## config.mk

```make
export PLATFORM = sky130hd
export DESIGN_NAME = gcd_host_driver
export DESIGN_NICKNAME = d
export VERILOG_FILES = /design/src/rtl/gcd_host_driver.sv
export SDC_FILE = /design/constraint.sdc
export NUM_CORES = 1
export LEC_CHECK = 0
export ABC_AREA = 1
export BUFFER_PORTS_ARGS = -buffer_cell sky130_fd_sc_hd__buf_2
export CORE_UTILIZATION = 57
export DETAILED_ROUTE_END_ITERATION = 10
export PLACE_DENSITY = 0.91
export SLEW_MARGIN = 20
export SYNTH_ARGS = -nofsm -noshare
export SYNTH_HDL_FRONTEND = slang
export SYNTH_SLANG_ARGS = --single-unit
```

## constraint.sdc

```tcl
create_clock -name Clock -period 4.25 [get_ports Clock]
set_clock_uncertainty 0.15 [all_clocks]
set_input_delay 0.2125 -clock Clock [delete_from_list [all_inputs] [get_ports Clock]]
set_output_delay 0.2125 -clock Clock [all_outputs]
set_load 0.1 [all_outputs]
```

## src/rtl/gcd_host_driver.sv

```systemverilog
// Host-side initiator that sequences an operand pair into the GCD processor
// through its Input/Enter/Halt/Output protocol and returns the result or a timeout.
module gcd_host_driver #(
  parameter int WIDTH          = 8,
  parameter int RESET_CYCLES   = 1,
  parameter int SETTLE_CYCLES  = 10,
  parameter int ENTER_CYCLES   = 1,
  parameter int TIMEOUT_CYCLES = 1024
) (
  input  logic             Clock,
  input  logic             Reset,
  input  logic             ReqValid,
  output logic             ReqReady,
  input  logic [WIDTH-1:0] ReqA,
  input  logic [WIDTH-1:0] ReqB,
  output logic             ProcReset,
  output logic [WIDTH-1:0] ProcInput,
  output logic             ProcEnter,
  input  logic             ProcHalt,
  input  logic [WIDTH-1:0] ProcOutput,
  output logic             RspValid,
  input  logic             RspReady,
  output logic [WIDTH-1:0] RspResult,
  output logic             RspTimeout,
  output logic             Busy
);

  localparam int MAX_RS  = (RESET_CYCLES > SETTLE_CYCLES) ? RESET_CYCLES : SETTLE_CYCLES;
  localparam int MAX_ET  = (ENTER_CYCLES > TIMEOUT_CYCLES) ? ENTER_CYCLES : TIMEOUT_CYCLES;
  localparam int CNT_MAX = (MAX_RS > MAX_ET) ? MAX_RS : MAX_ET;
  localparam int CW      = $clog2(CNT_MAX + 1);

  localparam logic [CW-1:0] RESET_LAST   = CW'(RESET_CYCLES - 1);
  localparam logic [CW-1:0] SETTLE_LAST  = CW'(SETTLE_CYCLES - 1);
  localparam logic [CW-1:0] ENTER_LAST   = CW'(ENTER_CYCLES - 1);
  localparam logic [CW-1:0] TIMEOUT_LAST = CW'(TIMEOUT_CYCLES - 1);

  typedef enum logic [2:0] {
    IDLE, PRST, SET_A, ENT_A, SET_B, ENT_B, WAIT_HALT, RESP
  } state_t;

  state_t            state_q, state_d;
  logic [CW-1:0]     cnt_q, cnt_d;
  logic [WIDTH-1:0]  opA_q, opA_d;
  logic [WIDTH-1:0]  opB_q, opB_d;
  logic [WIDTH-1:0]  result_q, result_d;
  logic              timeout_q, timeout_d;
  logic              rstSeen_q;

  always_ff @(posedge Clock) begin
    if (Reset) begin
      state_q   <= IDLE;
      cnt_q     <= '0;
      opA_q     <= '0;
      opB_q     <= '0;
      result_q  <= '0;
      timeout_q <= 1'b0;
      rstSeen_q <= 1'b1;
    end else begin
      state_q   <= state_d;
      cnt_q     <= cnt_d;
      opA_q     <= opA_d;
      opB_q     <= opB_d;
      result_q  <= result_d;
      timeout_q <= timeout_d;
      rstSeen_q <= 1'b0;
    end
  end

  // Every transition clears the counter so each state starts timing from zero.
  always_comb begin
    state_d   = state_q;
    cnt_d     = cnt_q + CW'(1);
    opA_d     = opA_q;
    opB_d     = opB_q;
    result_d  = result_q;
    timeout_d = timeout_q;
    unique case (state_q)
      IDLE: begin
        cnt_d = '0;
        if (ReqValid) begin
          opA_d = ReqA;
          opB_d = ReqB;
          if (ReqA == '0 || ReqB == '0) begin
            result_d  = ReqA | ReqB;
            timeout_d = 1'b0;
            state_d   = RESP;
          end else begin
            state_d = PRST;
          end
        end
      end
      PRST: begin
        if (cnt_q == RESET_LAST) begin
          state_d = SET_A;
          cnt_d   = '0;
        end
      end
      SET_A: begin
        if (cnt_q == SETTLE_LAST) begin
          state_d = ENT_A;
          cnt_d   = '0;
        end
      end
      ENT_A: begin
        if (cnt_q == ENTER_LAST) begin
          state_d = SET_B;
          cnt_d   = '0;
        end
      end
      SET_B: begin
        if (cnt_q == SETTLE_LAST) begin
          state_d = ENT_B;
          cnt_d   = '0;
        end
      end
      ENT_B: begin
        if (cnt_q == ENTER_LAST) begin
          state_d = WAIT_HALT;
          cnt_d   = '0;
        end
      end
      WAIT_HALT: begin
        // Halt is checked first so it wins over a coincident timeout.
        if (ProcHalt) begin
          result_d  = ProcOutput;
          timeout_d = 1'b0;
          state_d   = RESP;
          cnt_d     = '0;
        end else if (cnt_q == TIMEOUT_LAST) begin
          result_d  = '0;
          timeout_d = 1'b1;
          state_d   = RESP;
          cnt_d     = '0;
        end
      end
      RESP: begin
        cnt_d = '0;
        if (RspReady) begin
          state_d = IDLE;
        end
      end
      default: begin
        state_d = IDLE;
        cnt_d   = '0;
      end
    endcase
  end

  always_comb begin
    ProcInput = '0;
    unique case (state_q)
      SET_A, ENT_A:           ProcInput = opA_q;
      SET_B, ENT_B, WAIT_HALT: ProcInput = opB_q;
      default:                ProcInput = '0;
    endcase
  end

  // rstSeen_q keeps the processor in reset for the cycle following a system reset.
  assign ProcReset  = rstSeen_q | (state_q == PRST);
  assign ProcEnter  = (state_q == ENT_A) || (state_q == ENT_B);
  assign ReqReady   = (state_q == IDLE);
  assign Busy       = (state_q != IDLE);
  assign RspValid   = (state_q == RESP);
  assign RspResult  = result_q;
  assign RspTimeout = timeout_q;

endmodule

```

After elaboration in Yosys (flattened, before gate mapping)
Cells that the tools add are included.
{"block": "word_totals", "word_cells": 72, "reg_bits": 40}
{"block": "classes", "eq_ne": 18, "mux": 28, "n_bitwise": 2, "add_sub_neg": 1, "reduce_logical": 16}
{"op": "$mux W11", "count": 4}
{"op": "$pmux W11 S4", "count": 1}
{"op": "$mux W8", "count": 4}
{"op": "$pmux W8 S2", "count": 2}
{"op": "$mux W3", "count": 10}
{"op": "$pmux W3 S8", "count": 1}
{"op": "$logic_not A8 Y1", "count": 2}
{"op": "$eq A3 B3 Y1 const B", "count": 4}
{"op": "$ne A2 B2 Y1 const B", "count": 6}
{"op": "$add A11 B1 Y11 const B", "count": 1}
{"op": "$eq A11 B10 Y1 const B", "count": 1}
{"op": "$eq A11 B4 Y1 const B", "count": 1}
{"op": "$logic_not A11 Y1", "count": 1}
{"op": "$or A8 B8 Y8", "count": 1}
{"op": "$reduce_and A8 Y1", "count": 1}
{"op": "$eq A3 B2 Y1 const B", "count": 2}
{"op": "$reduce_or A2 Y1", "count": 3}
{"op": "$reduce_or A3 Y1", "count": 2}
{"op": "$mux W1", "count": 5}
{"op": "$ne A2 B1 Y1 const B", "count": 2}
{"op": "$reduce_and A4 Y1", "count": 1}
{"op": "$eq A3 B1 Y1 const B", "count": 1}
{"op": "$logic_not A3 Y1", "count": 1}
{"op": "$ne A3 B3 Y1 const B", "count": 1}
{"op": "6 further kinds", "count": 7}

Logic depth before layout (Yosys ltp)
Gate-level depths: netlist (run 1).
{"block": "logic_depth", "ltp_word": 5, "depth_mapped": 11, "depth_no_buf": 11}

Worst setup path after synthesis (run 1)
OpenSTA, ideal clock, no wires.
{"block": "synth_timing", "path_kind": "reg2out", "startpoint": "reg state_q[0]", "endpoint": "out ProcEnter", "arrival_ps": 2621, "setup_slack_ps": 1267, "path_stages_with_launch": 4, "path_buffers": 1, "t_required_ps": 3888, "cell_sequence": "dfxtp_1 > buf_6 > nand2_1 > o21ai_0"}
{"block": "synth_between", "elab_chain_len": 2, "word_cells_on_any_way": 3}
{"item": "start: declaration", "line": "42", "rtl": "state_t state_q, state_d;"}
{"item": "start signal: assignment", "line": "60", "rtl": "state_q <= state_d;"}
{"item": "$eq A3 B2 Y1 or $eq A3 B3 Y1 (tied branches)", "line": "161", "rtl": "assign ProcEnter = (state_q == ENT_A) || (state_q == ENT_B);"}
{"item": "$logic_or A1 B1 Y1 *", "line": "161"}
{"item": "end: declaration", "line": "18", "rtl": "output logic ProcEnter,"}
Mark *: on every way between the ends. The rest lies on a longest branch, timed or not.

Worst setup path in the final report (run 1)
{"block": "layout_timing", "startpoint": "reg state_q[0]", "endpoint": "out ProcInput[7]"}
{"block": "layout_between", "elab_chain_len": 3, "word_cells_on_any_way": 8}
{"item": "$eq A3 B3 Y1 or $eq A3 B2 Y1 (tied branches)", "line": "152", "rtl": "unique case (state_q)"}
{"item": "$reduce_or A3 Y1 or $reduce_or A2 Y1 (tied branches)", "line": "152"}
{"item": "$pmux W8 S2 *", "line": "152"}
{"item": "end: declaration", "line": "17", "rtl": "output logic [WIDTH-1:0] ProcInput,"}
Marks and branches as above.

==> results of run 1 <==
cell families (layout without fill, tap and decap cells):
group	after synthesis	after routing	synth area share
AOI/OAI and AO/OA	58	58	0.150
xor gates and xnor gates	8	8	0.0328
adders and majority gates	3	3	0.0176
buffers and inverters	61	112	0.115
DFF	40	40	0.375
and+or+nand+nor	153	153	0.310
layout make-up:
class                   count  share of cell area
multi-input cells         222               0.432
inverters                  53              0.0809
flip-flops and latches     40               0.317
clock inverters             3              0.0169
clock buffers               5              0.0273
well taps                  46              0.0228
repair buffers             51               0.103
critical path, stage by stage (launching register included):
cell	delay, ns
dfxtp_1	0.48
nand3_1	0.20
nand2_1	0.13
inv_1	0.14
o22ai_1	0.17
buf_2	0.46
worst min-delay path by stage:
stage            start   endpoint  slack (ns)  cells past startpoint
2_1_floorplan    Reset  rstSeen_q        0.09                      0
3_3_place_gp     Reset  rstSeen_q        0.23                      1
3_5_place_dp     Reset  rstSeen_q        0.23                      1
4_1_cts        ReqB[4]   opB_q[4]        0.06                      3
5_1_grt        ReqB[6]   opB_q[6]         0.1                      3
6_report       ReqA[3]   opA_q[3]        0.06                      3
stage by stage:
step,util,setup slack (ns),cell area [um2],std cells,hold slack [ns]
finish,0.727,2.01,2520,420,0.0568
global route,0.727,1.90,2520,420,0.0969
CTS,0.727,2.08,2520,420,0.0608
detailed placement,0.692,2.28,2400,411,0.232
global placement,0.692,2.37,2400,411,0.229
floorplan,-,1.27,2130,323,0.0902
power groups by stage:
stage / registers (uW) / clock network (uW) / logic (uW)
4_1_cts: 480 / 313 / 737
5_1_grt: 490 / 331 / 799
3_5_place_dp: 488 / 0 / 730
2_1_floorplan: 532 / 0 / 572
3_3_place_gp: 484 / 0 / 721
6_report: 482 / 310 / 739
state kept, by name (all words and copies together), names as in the netlist:
name / flops
cnt_q: 11
rstSeen_q: 1
RspTimeout: 1
opB_q: 8
opA_q: 8
state_q: 3
RspResult: 8
Yosys cell counts, types with 3 or more instances:
cell / number
o22ai_1: 8
nor2_4: 3
o21ai_0: 24
inv_1: 50
o21bai_1: 3
xnor2_1: 3
nor2_1: 49
dfxtp_1: 40
clkbuf_1: 4
xor2_1: 5
nand2_1: 74
buf_2: 3
ha_1: 3
nand3_1: 18
a21oi_1: 21
layer usage:
metal  vias to the layer above  share of wire  global-route usage
met5                         -              0                   0
met4                         0          0.023              0.0852
met3                        15          0.063              0.0580
met2                        82           0.49               0.445
met1                       952           0.43               0.321
li1                       1104              -                   -
what timing repair did:
action / 4_1_cts / 5_1_grt
hold buffers: 1 / 0
setup buffers: 0 / 0
gates resized for setup: 0 / 0
hold endpoints to repair: 2 / 0
==> run summary, run 1 <==
outcome: completed
multi-input logic area: 1090 um2
initial antenna violation count: 0
Setup Viol. Count Final: 0
Worst-Skew Late Latency: 0.30 ns
CTS buffer count: 5
CP Class: register to primary output
Syn-to-layout area delta: 18.2%
pwr dens: 607 nW/um2
register cell area after layout: 801 um2
commonest non-fill, non-tap cell in the layout: nand2_1
part of the power in the clock network: 0.203
area share of the largest cell type after synthesis: 0.375
total gr overflow: 0
worst path required time: 3.89 ns
total negative slack: 0 ns
DRC Markers: 0
share of post-route cells with drive strength above 1: 0.187
Distinct cells, synth: 28
Yosys top cell by area: dfxtp_1
Hold Vio Cnt, Final: 0
Peak supply drop: 0.347 mV
Wirelength per Cell: 11.8 um
crit path capture: ProcInput[7]
Pre-antenna DRT Iters: 5
Routability Congestion: 0.918
Comb pwr share: 0.483
clock slew seen by the registers of the worst setup and hold paths: 0.08 ns
max-cap violations: 0
synth top area cells: dfxtp_1 (38%), nand2_1 (13%), inv_1 (8.8%)
worst slew pin tran: 0.833 ns
total track usage: 0.260
number of core rows: 21
Synth Warn #: 0
die area: 3990 um2
Initial Util: 0.615
flop-to-flop setup slack: 2.20 ns
CTS Buffer Depth: 2
RSZ-0062 raised after global routing: no
FFs w/ async S/R, synth: 0
H-tree levels: 2
Syn Area/Cell: 6.61 um2
Post-Syn Area: 2130 um2
P_sw: 764 uW
Die Ht: 63.2 um
register area share after synthesis: 0.375
die width: 63.2 um
initial DRC count: 130
Sw Ratio: 0.499
largest net degree at the start of global routing: 33
max-slew violations: 0
Worst slew margin: 0.444
min-delay worst type: input port to register
port bufs: 50
Critical Path Fanout Max: 8
Fmax achieved: 0.447 GHz
IO Pins: 51
vias in the first global route: 1920
Pwr Total: 1530 uW
critical path launch point type: register
Min Clock Period, post-route: 2.24 ns
routed via count: 2153
fin nets: 405
reg2reg end: opB_q[5]
# fillers: 299
most frequent cells in the layout: nand2_1 (74), inv_1 (50), buf_2 (50)
clock root cell: clkbuf_8
synthesized flop and latch total: 40
Post-synth EDFFs: 0
Post-Syn Instances: 323
Int Pwr: 766 uW
Routed WL: 4.97 mm
ys flop type: dfxtp_1
first-pass GRT wire length: 8.22 mm
leak pwr: 0.00123 uW
CTS Sinks: 40
Seq pwr share: 0.315
HPWL after DPL: 3.68 mm
Reg-to-Reg Start: state_q[0]
Detail Route Antenna Nets: 0
CTS tree: yes
CP Launch Point: state_q[0]
path depth of the worst reg2reg path: 6
final worst path period share: 0.526
Setup crit end kind: primary output
Crit path arrival time: 1.87 ns
syn_nets: 355
core area: 3470 um2
Vias/cell: 5.13
ant diodes: 0
Power figures use the tool's default switching activity.
==> run 2: changes to the inputs <==
CORE_UTILIZATION = 53   (was 57)
PLACE_DENSITY = 0.86   (was 0.91)
clock period = 2.1 ns   (was 4.25 ns; I/O delays follow)
==> run 2 against run 1 <==
The run now ends with negative hold slack left. Routed wire length grew 6.1%. Combinational power increased by 110%. Power is 110% higher. Clock power increased by 100%. Non-clock buffer count is 17 higher. Flip-flop and latch count unchanged. Sequential share of layout area decreased by 2.2 points.
==> run summary, run 2 (same netlist as run 1, synthesis figures left out) <==
worst hold slack: -0.0125 ns
critical path launch point type: register
ant diodes: 0
# fillers: 292
clock root cell: clkbuf_8
CTS Buffer Depth: 2
CP Launch Point: state_q[1]
Worst path max stage delay: 0.45 ns
min-delay worst type: input port to register
worst slew pin tran: 0.542 ns
Die Ht: 65.5 um
Routability Congestion: 0.825
CP Class: register to primary output
path depth of the worst reg2reg path: 8
hold path depth: 3
flop-to-flop setup slack: 0.27 ns
H-tree levels: 2
Pwr Total: 3170 uW
Reg with most FFs: cnt_q
Setup Viol. Count Final: 0
total gr overflow: 0
final worst path period share: 0.973
Cell Count, Final, Fillers Out: 439
max-slew violations: 0
max-cap violations: 0
die width: 65.5 um
pwr dens: 1170 nW/um2
die area: 4290 um2
Setup crit end kind: primary output
Hold Vio Cnt, Final: 2
Detail Route Antenna Nets: 0
initial antenna violation count: 0
critical-path cell list: inv_1 > nor2_2 > nand2_1 > nand2_1 > inv_1 > o22ai_1 > buf_2
Design Area, Final: 2710 um2
share of post-route cells with drive strength above 1: 0.189
fin nets: 422
hold_sp: ReqA[0]
vias in the first global route: 2078
Worst path slowest cell: buf_2
Reg-to-Reg Start: cnt_q[0]
first-pass GRT wire length: 8.60 mm
DP Area: 2430 um2
register cell area after layout: 801 um2
Worst slew margin: 0.638
CTS Sinks: 40
Critical Path Fanout Max: 8
number of core rows: 22
total track usage: 0.263
RSZ-0062 raised after global routing: no
core area: 3770 um2
routed via count: 2193
violated checks: negative hold slack
CTS tree: yes
multi-input logic area: 1090 um2
HPWL after DPL: 3.63 mm
post-CTS setup buffer count: 0
Vias/cell: 5.00
total negative slack: 0 ns
Wirelength per Cell: 12.0 um
Pre-antenna DRT Iters: 4
max reg flops: 11
post-layout util: 0.719
Fmax achieved: 0.489 GHz
largest net degree at the start of global routing: 33
Routed WL: 5.27 mm
IO Pins: 51
initial DRC count: 80
Initial Util: 0.566
worst path required time: 1.85 ns
DRC Markers: 0
Syn-to-layout area delta: 27.0%
Worst Hold End: opA_q[0]
DP Cell Count: 416
most frequent cells in the layout: nand2_1 (74), inv_1 (50), nor2_1 (48)
Peak supply drop: 0.641 mV
CTS buffer count: 5
Crit path arrival time: 1.79 ns
leak pwr: 0.00130 uW
reg2reg end: RspResult[7]
port bufs: 50
Worst-Skew Late Latency: 0.30 ns
commonest non-fill, non-tap cell in the layout: nand2_1
Min Clock Period, post-route: 2.04 ns
outcome: finished, violations left
clock slew seen by the registers of the worst setup and hold paths: 0.08 ns
[run 2: through the flow]
| step | setup slack, ns | hold WS, ns |
|---|---|---|
| 3_3_place_gp | 0.350 | 0.113 |
| 2_1_floorplan | -0.392 | -0.0173 |
| 4_1_cts | 0.0193 | 0.00274 |
| 5_1_grt | 0.00168 | 0.0313 |
| 3_5_place_dp | 0.273 | 0.110 |
| 6_report | 0.0560 | -0.0125 |
[run 2: how the worst max path moves through the flow]
stage                   end  cells past startpoint
2_1_floorplan  ProcInput[0]                      6
3_3_place_gp   RspResult[7]                      8
3_5_place_dp   RspResult[7]                      8
4_1_cts        ProcInput[1]                      7
5_1_grt        ProcInput[4]                      5
6_report       ProcInput[4]                      7
[run 2: final cells by class]
cell class / count / share of cell area
multi-input combinational: 222 / 0.404
sequential: 40 / 0.295
timing repair buffer: 68 / 0.163
inverter: 53 / 0.0762
clock buffer: 6 / 0.0268
tap: 48 / 0.0222
clock inverter: 2 / 0.0129
[run 2: timing repair]
item,4_1_cts,5_1_grt
resized for setup,0,7
setup endpoints to repair,0,7
endpoints found under the hold margin,18,0
hold buffers,15,0
[run 2: layer usage]
| layer | GRT usage | part of all wire |
|---|---|---|
| met2 | 0.482 | 0.51 |
| met5 | 0 | 0 |
| met3 | 0.0503 | 0.047 |
| met1 | 0.290 | 0.42 |
| met4 | 0.114 | 0.025 |
[run 2: worst max-delay path: cells and delay by family (launching register included)]
family | cells | cell delay [ns]
buf+inv | 3 | 0.67
flops | 1 | 0.39
simple gates | 3 | 0.29
compound gates | 1 | 0.13
[run 2: where the power goes]
group          total, uW  switching, uW  internal, uW  leakage, uW
Clock                623            270           353    0.0000552
Sequential           975           79.4           895     0.000327
Combinational       1570           1220           351     0.000921
==> run 3: changes to the inputs <==
RECOVER_POWER = 25   (was unset)
clock period = 1.95 ns   (was 2.1 ns; I/O delays follow)
==> run 3 against run 2 <==
The flow finishes with violations (negative setup slack). Global-route usage is 1.6 points higher. Sequential power rose by 11%. Worst hold slack better by 0.11 ns. First-iteration DRC count rose by 110%. Critical path depth stayed put. Count of clock-buffer cells in the layout unchanged. Register-to-register slack got worse by 0.21 ns. Routed wire length rose by 25%. Die area did not move. Final cell count rose by 0.91%. Flip-flop and latch count stayed put. Clock power fell by 4.0%. Critical path type unchanged. Critical endpoint is now ProcInput[7]. Largest cell class unchanged.
==> run summary, run 3 (same netlist as run 1, synthesis figures left out) <==
outcome: finished, violations left
violated checks: negative setup slack
CTS Sinks: 40
CTS tree: yes
commonest non-fill, non-tap cell in the layout: nand2_1
max-cap violations: 0
clock slew seen by the registers of the worst setup and hold paths: 0.08 ns
number of core rows: 22
Worst slew margin: 0.640
clock root cell: clkbuf_8
max reg flops: 11
flop-to-flop setup slack: 0.06 ns
most frequent cells in the layout: nand2_1 (70), inv_1 (48), nor2_1 (48)
Die Ht: 65.5 um
Initial Util: 0.566
first-pass GRT wire length: 9.11 mm
total gr overflow: 0
CP Class: register to primary output
port bufs: 50
multi-input logic area: 1220 um2
worst path required time: 1.70 ns
die area: 4290 um2
total negative slack: -0.0129 ns
ant diodes: 0
die width: 65.5 um
Worst path slowest cell: dfxtp_2
Setup Viol. Count Final: 2
worst slew pin tran: 0.543 ns
vias in the first global route: 2113
Critical Path Fanout Max: 7
share of post-route cells with drive strength above 1: 0.235
leak pwr: 0.00133 uW
register cell area after layout: 807 um2
total track usage: 0.279
core area: 3770 um2
crit path capture: ProcInput[7]
DP Cell Count: 416
Routability Congestion: 0.897
Worst path max stage delay: 0.37 ns
# fillers: 229
Routed WL: 6.61 mm
Syn-to-layout area delta: 40.0%
Min Clock Period, post-route: 1.96 ns
min-delay worst type: input port to register
Vias/cell: 5.43
pwr dens: 1270 nW/um2
Peak supply drop: 0.721 mV
RSZ-0062 raised after global routing: yes
path depth of the worst reg2reg path: 8
Wirelength per Cell: 14.9 um
IO Pins: 51
initial DRC count: 165
HPWL after DPL: 3.64 mm
largest net degree at the start of global routing: 33
Detail Route Antenna Nets: 0
reg2reg end: RspResult[5]
Crit path buffers/inverters: 4
initial antenna violation count: 0
Setup crit end kind: primary output
Crit path arrival time: 1.71 ns
H-tree levels: 2
fin nets: 426
CTS buffer count: 5
max-slew violations: 0
routed via count: 2404
Cell Count, Final, Fillers Out: 443
DRC Markers: 0
Reg-to-Reg Start: cnt_q[0]
Worst-Skew Late Latency: 0.30 ns
Top Family by Delay on Critical Path: buffers and inverters
Crit path top cell by count: buf_12
Fmax achieved: 0.510 GHz
Reg with most FFs: cnt_q
Hold Vio Cnt, Final: 0
final worst path period share: 1.01
critical path launch point type: register
critical-path cell list: inv_2 > nand3_2 > nand2_2 > clkinvlp_4 > buf_12 > o22ai_4 > buf_12
CTS Buffer Depth: 2
setup slack after layout: -0.0125 ns
CP Launch Point: state_q[2]
Pre-antenna DRT Iters: 6
WP depth: 7
run 3: changes by cell type in the layout (fill, tap and decap cells not counted), sizes merged:
cell / previous run / this run
buf: 46 / 45
inv: 52 / 51
clkinvlp: 0 / 3
dlygate4sd3: 15 / 17
clkbuf: 13 / 16
bufinv: 1 / 0
clkinv: 2 / 1
run 3: report_power, final:
part           switching, uW  leakage (uW)  internal, uW
registers                108      0.000328           972
logic                   1530      0.000963           584
clock network            311     0.0000434           287
run 3: tightest hold or removal path: cells and delay by family:
kind / cells / cell delay, ns
buffers and inverters: 1 / 0.09
AOI/OAI and AO/OA: 2 / 0.24
and+or+nand+nor: 2 / 0.09
run 3: what timing repair did:
| action | CTS | global route |
|---|---|---|
| buffers inserted | 0 | 2 |
| pin swaps | 0 | 2 |
| resized for setup | 1 | 27 |
| setup endpoints to repair | 1 | 13 |
| hold buffers | 17 | 0 |
| hold endpoints to repair | 20 | 0 |
run 3: stage by stage:
step	cell area, um2	power, uW	worst slack (ns)	utilization	hold WS, ns
after global placement	2560	2790	0.212	0.678	0.114
after floorplan	2140	2430	-0.535	-	-0.0248
after detailed placement	2560	2820	0.109	0.678	0.120
after CTS	2830	3440	0.00580	0.750	0.0735
final	2990	3790	-0.0125	0.792	0.0995
after global routing	2990	3970	-0.0659	0.792	0.134
run 3: final cells by class:
type                       instances  share of cell area
clock inverter                     2             0.00503
timing repair buffer              72               0.197
sequential                        40               0.270
inverter                          53              0.0712
clock buffer                       6              0.0276
tap                               48              0.0201
multi-input combinational        222               0.409
run 3: worst min-delay path by stage:
stage                  start            to  slack (ns)  cells past startpoint
6_report       ProcOutput[7]  RspResult[7]         0.1                      5
5_1_grt        ProcOutput[7]  RspResult[7]        0.13                      5
4_1_cts        ProcOutput[5]  RspResult[5]        0.07                      5
3_5_place_dp           Reset     rstSeen_q        0.12                      1
3_3_place_gp           Reset     rstSeen_q        0.11                      1
2_1_floorplan          Reset     rstSeen_q       -0.02                      0
run 3: layer usage:
| metal | GRT usage | wire, um | share of wire |
|---|---|---|---|
| met1 | 0.324 | 2540 | 0.38 |
| met4 | 0.163 | 391 | 0.059 |
| met2 | 0.476 | 3200 | 0.48 |
| met3 | 0.0503 | 474 | 0.072 |
| met5 | 0 | 0 | 0 |
